`config.mk`:
```
export PLATFORM = sky130hd
export DESIGN_NAME = memory_sub_system
export DESIGN_NICKNAME = d
export VERILOG_FILES = /design/src/rtl/memory_sub_system_pkg.sv /design/src/rtl/memory_sub_system_mem_bank.sv /design/src/rtl/memory_sub_system.sv
export SDC_FILE = /design/constraint.sdc
export NUM_CORES = 2
export LEC_CHECK = 0
export CAP_MARGIN = 0
export CELL_PAD_IN_SITES_DETAIL_PLACEMENT = 0
export CELL_PAD_IN_SITES_GLOBAL_PLACEMENT = 1
export CORE_ASPECT_RATIO = 0.5
export CORE_MARGIN = 2
export CORE_UTILIZATION = 45
export CTS_BUF_LIST = sky130_fd_sc_hd__clkbuf_4 sky130_fd_sc_hd__clkbuf_8 sky130_fd_sc_hd__clkbuf_16
export DETAILED_ROUTE_END_ITERATION = 16
export PLACE_DENSITY = 0.78
export SLEW_MARGIN = 20
export SYNTH_ARGS = -nofsm -noshare
export SYNTH_HDL_FRONTEND = slang
export SYNTH_SLANG_ARGS = --single-unit
```
`constraint.sdc`:
```
create_clock -name input_clk -period 3.5 [get_ports input_clk]
set_input_delay 0.35 -clock input_clk [delete_from_list [all_inputs] [get_ports input_clk]]
set_output_delay 0.35 -clock input_clk [all_outputs]
set_load 0.01 [all_outputs]
```
`src/rtl/memory_sub_system_pkg.sv`:
```
// Shared widths, Hamming(12,8) constants and helpers, and the request record for memory_sub_system.
// Positions are 1-based; position p is stored in word bit p-1.
package sub_system_pkg;

    localparam int D_W_DEF = 8;
    localparam int A_W_DEF = 6;
    localparam int R_W_DEF = 12;

    localparam logic [R_W_DEF-1:0] PAR_POS_MASK = 12'h08B;  // positions 1, 2, 4, 8
    localparam logic [R_W_DEF-1:0] SYN_MASK_0   = 12'h555;  // positions with index bit 0 set
    localparam logic [R_W_DEF-1:0] SYN_MASK_1   = 12'h666;
    localparam logic [R_W_DEF-1:0] SYN_MASK_2   = 12'h878;
    localparam logic [R_W_DEF-1:0] SYN_MASK_3   = 12'hF80;

    typedef struct packed {
        logic                 we;
        logic [A_W_DEF-1:0]   addr;
        logic [D_W_DEF-1:0]   data;
    } req_t;

    function automatic logic [3:0] hamming_syndrome(input logic [R_W_DEF-1:0] w);
        return {^(w & SYN_MASK_3), ^(w & SYN_MASK_2), ^(w & SYN_MASK_1), ^(w & SYN_MASK_0)};
    endfunction

    // Data fills the non-parity positions 3,5,6,7,9,10,11,12 LSB first; parity is even.
    function automatic logic [R_W_DEF-1:0] hamming_encode(input logic [D_W_DEF-1:0] d);
        logic [R_W_DEF-1:0] w;
        logic [3:0]         s;
        w = {d[7], d[6], d[5], d[4], 1'b0, d[3], d[2], d[1], 1'b0, d[0], 1'b0, 1'b0};
        s = hamming_syndrome(w);
        w[0] = s[0];
        w[1] = s[1];
        w[3] = s[2];
        w[7] = s[3];
        return w;
    endfunction

    function automatic logic [R_W_DEF-1:0] hamming_correct(input logic [R_W_DEF-1:0] w);
        logic [R_W_DEF-1:0] c;
        logic [3:0]         s;
        c = w;
        s = hamming_syndrome(w);
        if (s != 4'd0 && s <= 4'(R_W_DEF)) begin
            c[s - 4'd1] = ~w[s - 4'd1];
        end
        return c;
    endfunction

    function automatic logic [D_W_DEF-1:0] hamming_data(input logic [R_W_DEF-1:0] w);
        return {w[11], w[10], w[9], w[8], w[6], w[5], w[4], w[2]};
    endfunction

endpackage

```
`src/rtl/memory_sub_system_mem_bank.sv`:
```
// mem_bank: 2^A_W x R_W array with two write and two asynchronous read ports.
// Port A write wins on an address collision; async reset clears every word.
module mem_bank #(
    parameter int A_W = 6,
    parameter int R_W = 12
) (
    input  logic           clk,
    input  logic           rst_n,
    input  logic           we_a,
    input  logic [A_W-1:0] waddr_a,
    input  logic [R_W-1:0] wdata_a,
    input  logic           we_b,
    input  logic [A_W-1:0] waddr_b,
    input  logic [R_W-1:0] wdata_b,
    input  logic [A_W-1:0] raddr_a,
    output logic [R_W-1:0] rdata_a,
    input  logic [A_W-1:0] raddr_b,
    output logic [R_W-1:0] rdata_b
);

    localparam int DEPTH = 1 << A_W;

    logic [R_W-1:0] mem_q [DEPTH];
    logic [R_W-1:0] mem_d [DEPTH];

    // NOTE: every always_comb output gets a full default first, so no path can infer a latch.
    always_comb begin
        mem_d = mem_q;
        if (we_b) mem_d[waddr_b] = wdata_b;
        if (we_a) mem_d[waddr_a] = wdata_a;
    end

    // NOTE: this array is reset on purpose: all-zero is a valid codeword, so reads after reset are clean.
    always_ff @(posedge clk or negedge rst_n) begin
        if (!rst_n) begin
            mem_q <= '{default: '0};
        end else begin
            mem_q <= mem_d;
        end
    end

    assign rdata_a = mem_q[raddr_a];
    assign rdata_b = mem_q[raddr_b];

endmodule

```
`src/rtl/memory_sub_system.sv`:
```
// memory_sub_system: dual-port ECC RAM with independent per-port write/read latency pipelines.
// Define ECC_EN to enable Hamming encode/correct; otherwise data is stored zero-extended.
module memory_sub_system
    import sub_system_pkg::*;
#(
    parameter int D_W  = D_W_DEF,
    parameter int A_W  = A_W_DEF,
    parameter int R_W  = R_W_DEF,
    parameter int WL_A = 3,
    parameter int RL_A = 3,
    parameter int WL_B = 3,
    parameter int RL_B = 3
) (
    input  logic           input_clk,
    input  logic           input_rst_n,
    input  logic           input_enA,
    input  logic           input_weA,
    input  logic [A_W-1:0] input_AddA,
    input  logic [D_W-1:0] input_DinA,
    input  logic           input_enB,
    input  logic           input_weB,
    input  logic [A_W-1:0] input_AddB,
    input  logic [D_W-1:0] input_DinB,
    output logic [D_W-1:0] final_Dout_A,
    output logic [D_W-1:0] final_Dout_B
);

    function automatic logic [R_W-1:0] store_word(input logic [D_W-1:0] d);
`ifdef ECC_EN
        return hamming_encode(d);
`else
        return {{(R_W-D_W){1'b0}}, d};
`endif
    endfunction

    function automatic logic [D_W-1:0] load_data(input logic [R_W-1:0] w);
`ifdef ECC_EN
        return hamming_data(hamming_correct(w));
`else
        return w[D_W-1:0];
`endif
    endfunction

    req_t            wr_a_q [WL_A], wr_a_d [WL_A];
    req_t            wr_b_q [WL_B], wr_b_d [WL_B];
    logic [WL_A-1:0] wr_vld_a_q, wr_vld_a_d;
    logic [WL_B-1:0] wr_vld_b_q, wr_vld_b_d;
    logic [R_W-1:0]  rd_word_a_q [RL_A], rd_word_a_d [RL_A];
    logic [R_W-1:0]  rd_word_b_q [RL_B], rd_word_b_d [RL_B];
    logic [RL_A-1:0] rd_vld_a_q, rd_vld_a_d;
    logic [RL_B-1:0] rd_vld_b_q, rd_vld_b_d;
    logic [D_W-1:0]  dout_a_q, dout_a_d;
    logic [D_W-1:0]  dout_b_q, dout_b_d;
    logic [R_W-1:0]  bank_rdata_a, bank_rdata_b;

    // Reads sample the array at acceptance; the pipeline only delays the captured word.
    always_comb begin
        wr_vld_a_d[0] = input_enA;
        wr_a_d[0]     = '{we: input_weA, addr: input_AddA, data: input_DinA};
        for (int i = 1; i < WL_A; i++) begin
            wr_vld_a_d[i] = wr_vld_a_q[i-1];
            wr_a_d[i]     = wr_a_q[i-1];
        end
        wr_vld_b_d[0] = input_enB;
        wr_b_d[0]     = '{we: input_weB, addr: input_AddB, data: input_DinB};
        for (int i = 1; i < WL_B; i++) begin
            wr_vld_b_d[i] = wr_vld_b_q[i-1];
            wr_b_d[i]     = wr_b_q[i-1];
        end
        rd_vld_a_d[0]  = input_enA & ~input_weA;
        rd_word_a_d[0] = bank_rdata_a;
        for (int i = 1; i < RL_A; i++) begin
            rd_vld_a_d[i]  = rd_vld_a_q[i-1];
            rd_word_a_d[i] = rd_word_a_q[i-1];
        end
        rd_vld_b_d[0]  = input_enB & ~input_weB;
        rd_word_b_d[0] = bank_rdata_b;
        for (int i = 1; i < RL_B; i++) begin
            rd_vld_b_d[i]  = rd_vld_b_q[i-1];
            rd_word_b_d[i] = rd_word_b_q[i-1];
        end
        dout_a_d = rd_vld_a_q[RL_A-1] ? load_data(rd_word_a_q[RL_A-1]) : dout_a_q;
        dout_b_d = rd_vld_b_q[RL_B-1] ? load_data(rd_word_b_q[RL_B-1]) : dout_b_q;
    end

    always_ff @(posedge input_clk or negedge input_rst_n) begin
        if (!input_rst_n) begin
            wr_vld_a_q <= '0;
            wr_vld_b_q <= '0;
            rd_vld_a_q <= '0;
            rd_vld_b_q <= '0;
            dout_a_q   <= '0;
            dout_b_q   <= '0;
        end else begin
            wr_vld_a_q <= wr_vld_a_d;
            wr_vld_b_q <= wr_vld_b_d;
            rd_vld_a_q <= rd_vld_a_d;
            rd_vld_b_q <= rd_vld_b_d;
            dout_a_q   <= dout_a_d;
            dout_b_q   <= dout_b_d;
        end
    end

    // NOTE: payload stages carry no reset; the valid bits alone decide whether they are used.
    always_ff @(posedge input_clk) begin
        wr_a_q      <= wr_a_d;
        wr_b_q      <= wr_b_d;
        rd_word_a_q <= rd_word_a_d;
        rd_word_b_q <= rd_word_b_d;
    end

    mem_bank #(
        .A_W (A_W),
        .R_W (R_W)
    ) u_bank (
        .clk     (input_clk),
        .rst_n   (input_rst_n),
        .we_a    (wr_vld_a_q[WL_A-1] & wr_a_q[WL_A-1].we),
        .waddr_a (wr_a_q[WL_A-1].addr),
        .wdata_a (store_word(wr_a_q[WL_A-1].data)),
        .we_b    (wr_vld_b_q[WL_B-1] & wr_b_q[WL_B-1].we),
        .waddr_b (wr_b_q[WL_B-1].addr),
        .wdata_b (store_word(wr_b_q[WL_B-1].data)),
        .raddr_a (input_AddA),
        .rdata_a (bank_rdata_a),
        .raddr_b (input_AddB),
        .rdata_b (bank_rdata_b)
    );

    assign final_Dout_A = dout_a_q;
    assign final_Dout_B = dout_b_q;

endmodule

```
==> impl_summary.md <==
Yosys
The netlist uses 59 different library cells. The post-synthesis sequential area ratio is 45.0%. For this run, the number of Yosys warnings is 0. The top flip-flop cell by instance count after synthesis is sky130_fd_sc_hd__dfrtp_1. Yosys mapped a number of flops with a built-in enable equal to 0. Synthesis produced a netlist with a net count of 3,276.

Synthesis produced a netlist whose cell count is 3,242. Summing every instance area after synthesis gives 0.0362 mm². A synthesized cell averages 11.2 µm².

The synthesized design contains 678 register bits. The post-synthesis async set-or-reset flop share is 79.6%.

Global route
The largest net degree at the start of global routing is 100. The final global-route overflow total is 0. The via count of the first global-routing pass is 26,600. The total global routing track utilization is 31.5%.

The first global-routing pass estimated 190,000 µm of wire. The number of antenna violations at the first check in global routing came to 3.

Floorplanning
The die covers 0.0829 mm². The core area is 0.0796 mm². 50 I/O pins were placed. The floorplan has 73 rows.

The height of the die is 205 µm. The overall die width is 405 µm. For this configuration, the core starts out at a cell density of 45.5%.

Critical path
The signal arrival time at the worst endpoint is 3.19 ns. In this run the worst path has a maximum fanout of 3. STA classifies the critical path startpoint as a flip-flop. STA classifies the critical path endpoint as a flip-flop.

The type of the worst setup path is reg -> reg. The data required time at the worst endpoint is 3.99 ns. The path depth of the worst reg2reg path is 5.

Placed design
The total half-perimeter wirelength after legalization and detailed placement is 88,300 µm. Port buffering added 49 buffers. The cell total after placement is 4,237. The placed instances occupy a cell area of 0.0383 mm².

The final RePlAce weighted congestion is 1.02.

Clock network
Buffers added to address setup during post-CTS repair amount to 0. Clock-pin slew was measured on the worst setup and hold paths at 0.07 ns. The number of clock buffers added by TritonCTS is 67. The clock network latency to the later pin of the worst-skew pair is 0.67 ns. Clock tree synthesis selected as its root buffer the cell sky130_fd_sc_hd__clkbuf_16. The longest clock path from root to sink contains 3 buffers. The total clock sinks is 678.

The clock tree from TritonCTS is done. In this run the number of H-tree levels came out at 3.

STA
The final worst clock skew is 0.0370 ns. The final number of max-transition violations is 0. Summed over all failing endpoints, the final setup total negative slack is 0 ns. After layout, the minimum clock period comes to 2.70 ns. The relative slew slack is 17.5%. The share of the cycle needed by the critical path after routing is 77.2%. For this run, the top clock speed supported by timing is 0.370 GHz. Setup repair after global routing left no endpoint under its margin.

The setup-violating endpoint count in the final report is 0. For the pin with the worst max-slew slack, the measured transition is 1.23 ns. The number of hold violations in the final report came to 0.

Detailed routing
The number of antenna-violating nets in the routed design is 0. In the final routed layout, each cell accounts on average for 29.7 µm. The total wirelength of the detailed-routed design is 129,000 µm. For this block, the via count after detailed routing is 27,800. In this run, the number of DRC markers left after iteration 0 of detailed routing was 3,996. The first-pass iteration count of the detailed router is 6.

For this run, design rule violations remaining after detail routing come to 0. The average vias per placed instance is 6.37.

Pwr
Summed over all nets, the switching power comes to 6.38 mW. Cell internal power was estimated by the tool at 15.0 mW. The relative contribution of the clock network to total power is 35.7%. The fraction of power consumed by sequential logic is 47.1%.

The part of the power in combinational logic is 17.1%. Of the total power, the share spent switching nets is 29.9%. The areal power density over the cells is 526 mW/mm². The peak supply drop is 0.000335 V. The leakage power is 16.4 nW.

Flow run
The number of max-cap violations is 0.

Cells and area
The repair_antennas step left the layout with diodes totalling 0. The total number of nets in the final design is 3,254. The layout has 6,907 filler cells. The utilization after layout is 51.0%. After the flow finishes, the layout carries non-filler instances totaling 4,357. Of the cells placed in the final design, the portion with a size suffix greater than 1 is 19.9%. The area growth from synthesis to layout is 12.1%.

The library cell used most frequently in the layout, excluding fill and tap cells, is sky130_fd_sc_hd__mux2i_1. The finished layout cell area is 0.0406 mm². The top cell types in the final layout, fill and taps aside, are sky130_fd_sc_hd__mux2i_1 (557), sky130_fd_sc_hd__dfrtp_1 (540), sky130_fd_sc_hd__nand2_1 (425), sky130_fd_sc_hd__o21ai_1 (353), sky130_fd_sc_hd__mux4_2 (255).

Run status
The flow ran to the end, and the final reports show no timing, DRC or antenna violations.

Hold path
The kind of path behind the tightest hold check is in -> reg. The worst hold path cell count is 1.
==> cell usage after synthesis, types with 7 or more instances <==
| library cell | instances | area share, % |
|---|---|---|
| sky130_fd_sc_hd__a2111oi_0 | 7 | 0.17 |
| sky130_fd_sc_hd__a211oi_1 | 11 | 0.23 |
| sky130_fd_sc_hd__a21oi_1 | 155 | 2.1 |
| sky130_fd_sc_hd__a22oi_1 | 12 | 0.25 |
| sky130_fd_sc_hd__and2_1 | 8 | 0.14 |
| sky130_fd_sc_hd__buf_1 | 19 | 0.20 |
| sky130_fd_sc_hd__buf_2 | 56 | 0.77 |
| sky130_fd_sc_hd__buf_4 | 16 | 0.33 |
| sky130_fd_sc_hd__clkbuf_1 | 199 | 2.1 |
| sky130_fd_sc_hd__dfrtp_1 | 540 | 37 |
| sky130_fd_sc_hd__dfxtp_1 | 138 | 7.6 |
| sky130_fd_sc_hd__mux2_1 | 8 | 0.25 |
| sky130_fd_sc_hd__mux2_2 | 19 | 0.59 |
| sky130_fd_sc_hd__mux2i_1 | 557 | 15 |
| sky130_fd_sc_hd__mux4_2 | 255 | 16 |
| sky130_fd_sc_hd__nand2_1 | 425 | 4.4 |
| sky130_fd_sc_hd__nand2b_1 | 10 | 0.17 |
| sky130_fd_sc_hd__nand3_1 | 10 | 0.14 |
| sky130_fd_sc_hd__nand3b_1 | 11 | 0.23 |
| sky130_fd_sc_hd__nor2_1 | 186 | 1.9 |
| sky130_fd_sc_hd__nor2_2 | 47 | 0.81 |
| sky130_fd_sc_hd__nor2b_1 | 24 | 0.41 |
| sky130_fd_sc_hd__nor3_1 | 14 | 0.19 |
| sky130_fd_sc_hd__nor3_2 | 12 | 0.33 |
| sky130_fd_sc_hd__o21ai_0 | 24 | 0.33 |
| sky130_fd_sc_hd__o21ai_1 | 353 | 4.9 |
| sky130_fd_sc_hd__o221ai_1 | 21 | 0.51 |
| sky130_fd_sc_hd__o22ai_1 | 18 | 0.31 |
| sky130_fd_sc_hd__o31ai_1 | 7 | 0.15 |
==> power by group through the flow <==
stage	combinational, mW	sequential [mW]	clock (mW)
3_3_place_gp	3.49	10.1	0
2_1_floorplan	2.50	9.52	0
5_1_grt	3.87	10.1	8.02
4_1_cts	3.58	9.98	7.73
3_5_place_dp	3.57	10.1	0
6_report	3.66	10.1	7.63
==> sequential cells by signal (all words and copies together) (netlist names) <==
register	count
wr_b_q	15
rd_word_a_q	8
rd_word_b_q	8
final_Dout_A	8
rd_vld_a_q	3
final_Dout_B	8
wr_a_q	15
rd_word_b_d	16
wr_b_d	30
wr_vld_a_q	3
u_bank.mem_q	512
rd_vld_b_q	3
rd_word_a_d	16
wr_a_d	30
wr_vld_b_q	3
==> metrics by stage <==
| step | worst slack (ns) | hold slack (ns) | power, mW |
|---|---|---|---|
| final | 0.797 | 0.114 | 21.3 |
| after detailed placement | 0.342 | 0.298 | 13.7 |
| after floorplan | 1.40 | 0.0544 | 12.0 |
| after CTS | 0.941 | 0.0651 | 21.3 |
| after global placement | 0.336 | 0.302 | 13.6 |
| after global routing | 0.742 | 0.0848 | 22.0 |
==> what timing repair did <==
| action | CTS | global route |
|---|---|---|
| hold buffers | 1 | 0 |
| endpoints found under the hold margin | 46 | 0 |
| resized for setup | 0 | 0 |
| setup endpoints to repair | 0 | 0 |
==> routing by layer <==
metal | GRT usage, % | up-vias | routed length, µm
met2 | 44.6 | 1760 | 53500
li1 | - | 11800 | -
met4 | 10.1 | 4 | 4650
met1 | 45.1 | 13900 | 54300
met5 | 0 | - | 27
met3 | 10.9 | 291 | 16800
==> critical path, cell delays in order (launching register included) <==
cell,delay (ns)
sky130_fd_sc_hd__dfrtp_1,0.41
sky130_fd_sc_hd__mux4_2,0.48
sky130_fd_sc_hd__mux2i_1,0.28
sky130_fd_sc_hd__a21oi_1,0.19
sky130_fd_sc_hd__nor4_1,0.95
sky130_fd_sc_hd__o31ai_1,0.24
==> final cells by class <==
cell class / count / area [µm²] / area share, %
sequential: 678 / 16300 / 40.2
clock buffer: 93 / 2010 / 4.96
clock inverter: 26 / 249 / 0.613
timing repair buffer: 205 / 1950 / 4.80
inverter: 1 / 3.75 / 0.00925
multi-input combinational: 2267 / 18700 / 46.1
tap: 1087 / 1360 / 3.35
==> final timing paths <==
check	start	endpoint	slack, ns
setup / recovery	u_bank.mem_q[101]	rd_word_b_d[17]	0.80
hold / removal	input_AddA[1]	wr_a_d[24]	0.11
setup reg to reg	u_bank.mem_q[101]	rd_word_b_d[17]	0.80
hold reg to reg	wr_a_d[2]	wr_a_q[2]	0.31
max in group asynchronous	input_rst_n	u_bank.mem_q[171]	2.16
min in group asynchronous	input_rst_n	u_bank.mem_q[221]	0.19
==> cell families after synthesis <==
| group | after synthesis | share of synthesized area [%] |
|---|---|---|
| AOI/OAI and AO/OA | 643 | 9.81 |
| muxes | 839 | 32.1 |
| and+or+nand+nor | 785 | 9.55 |
| buffers and inverters | 297 | 3.56 |
| DFF | 678 | 45.0 |
Power figures use the tool's default switching activity.
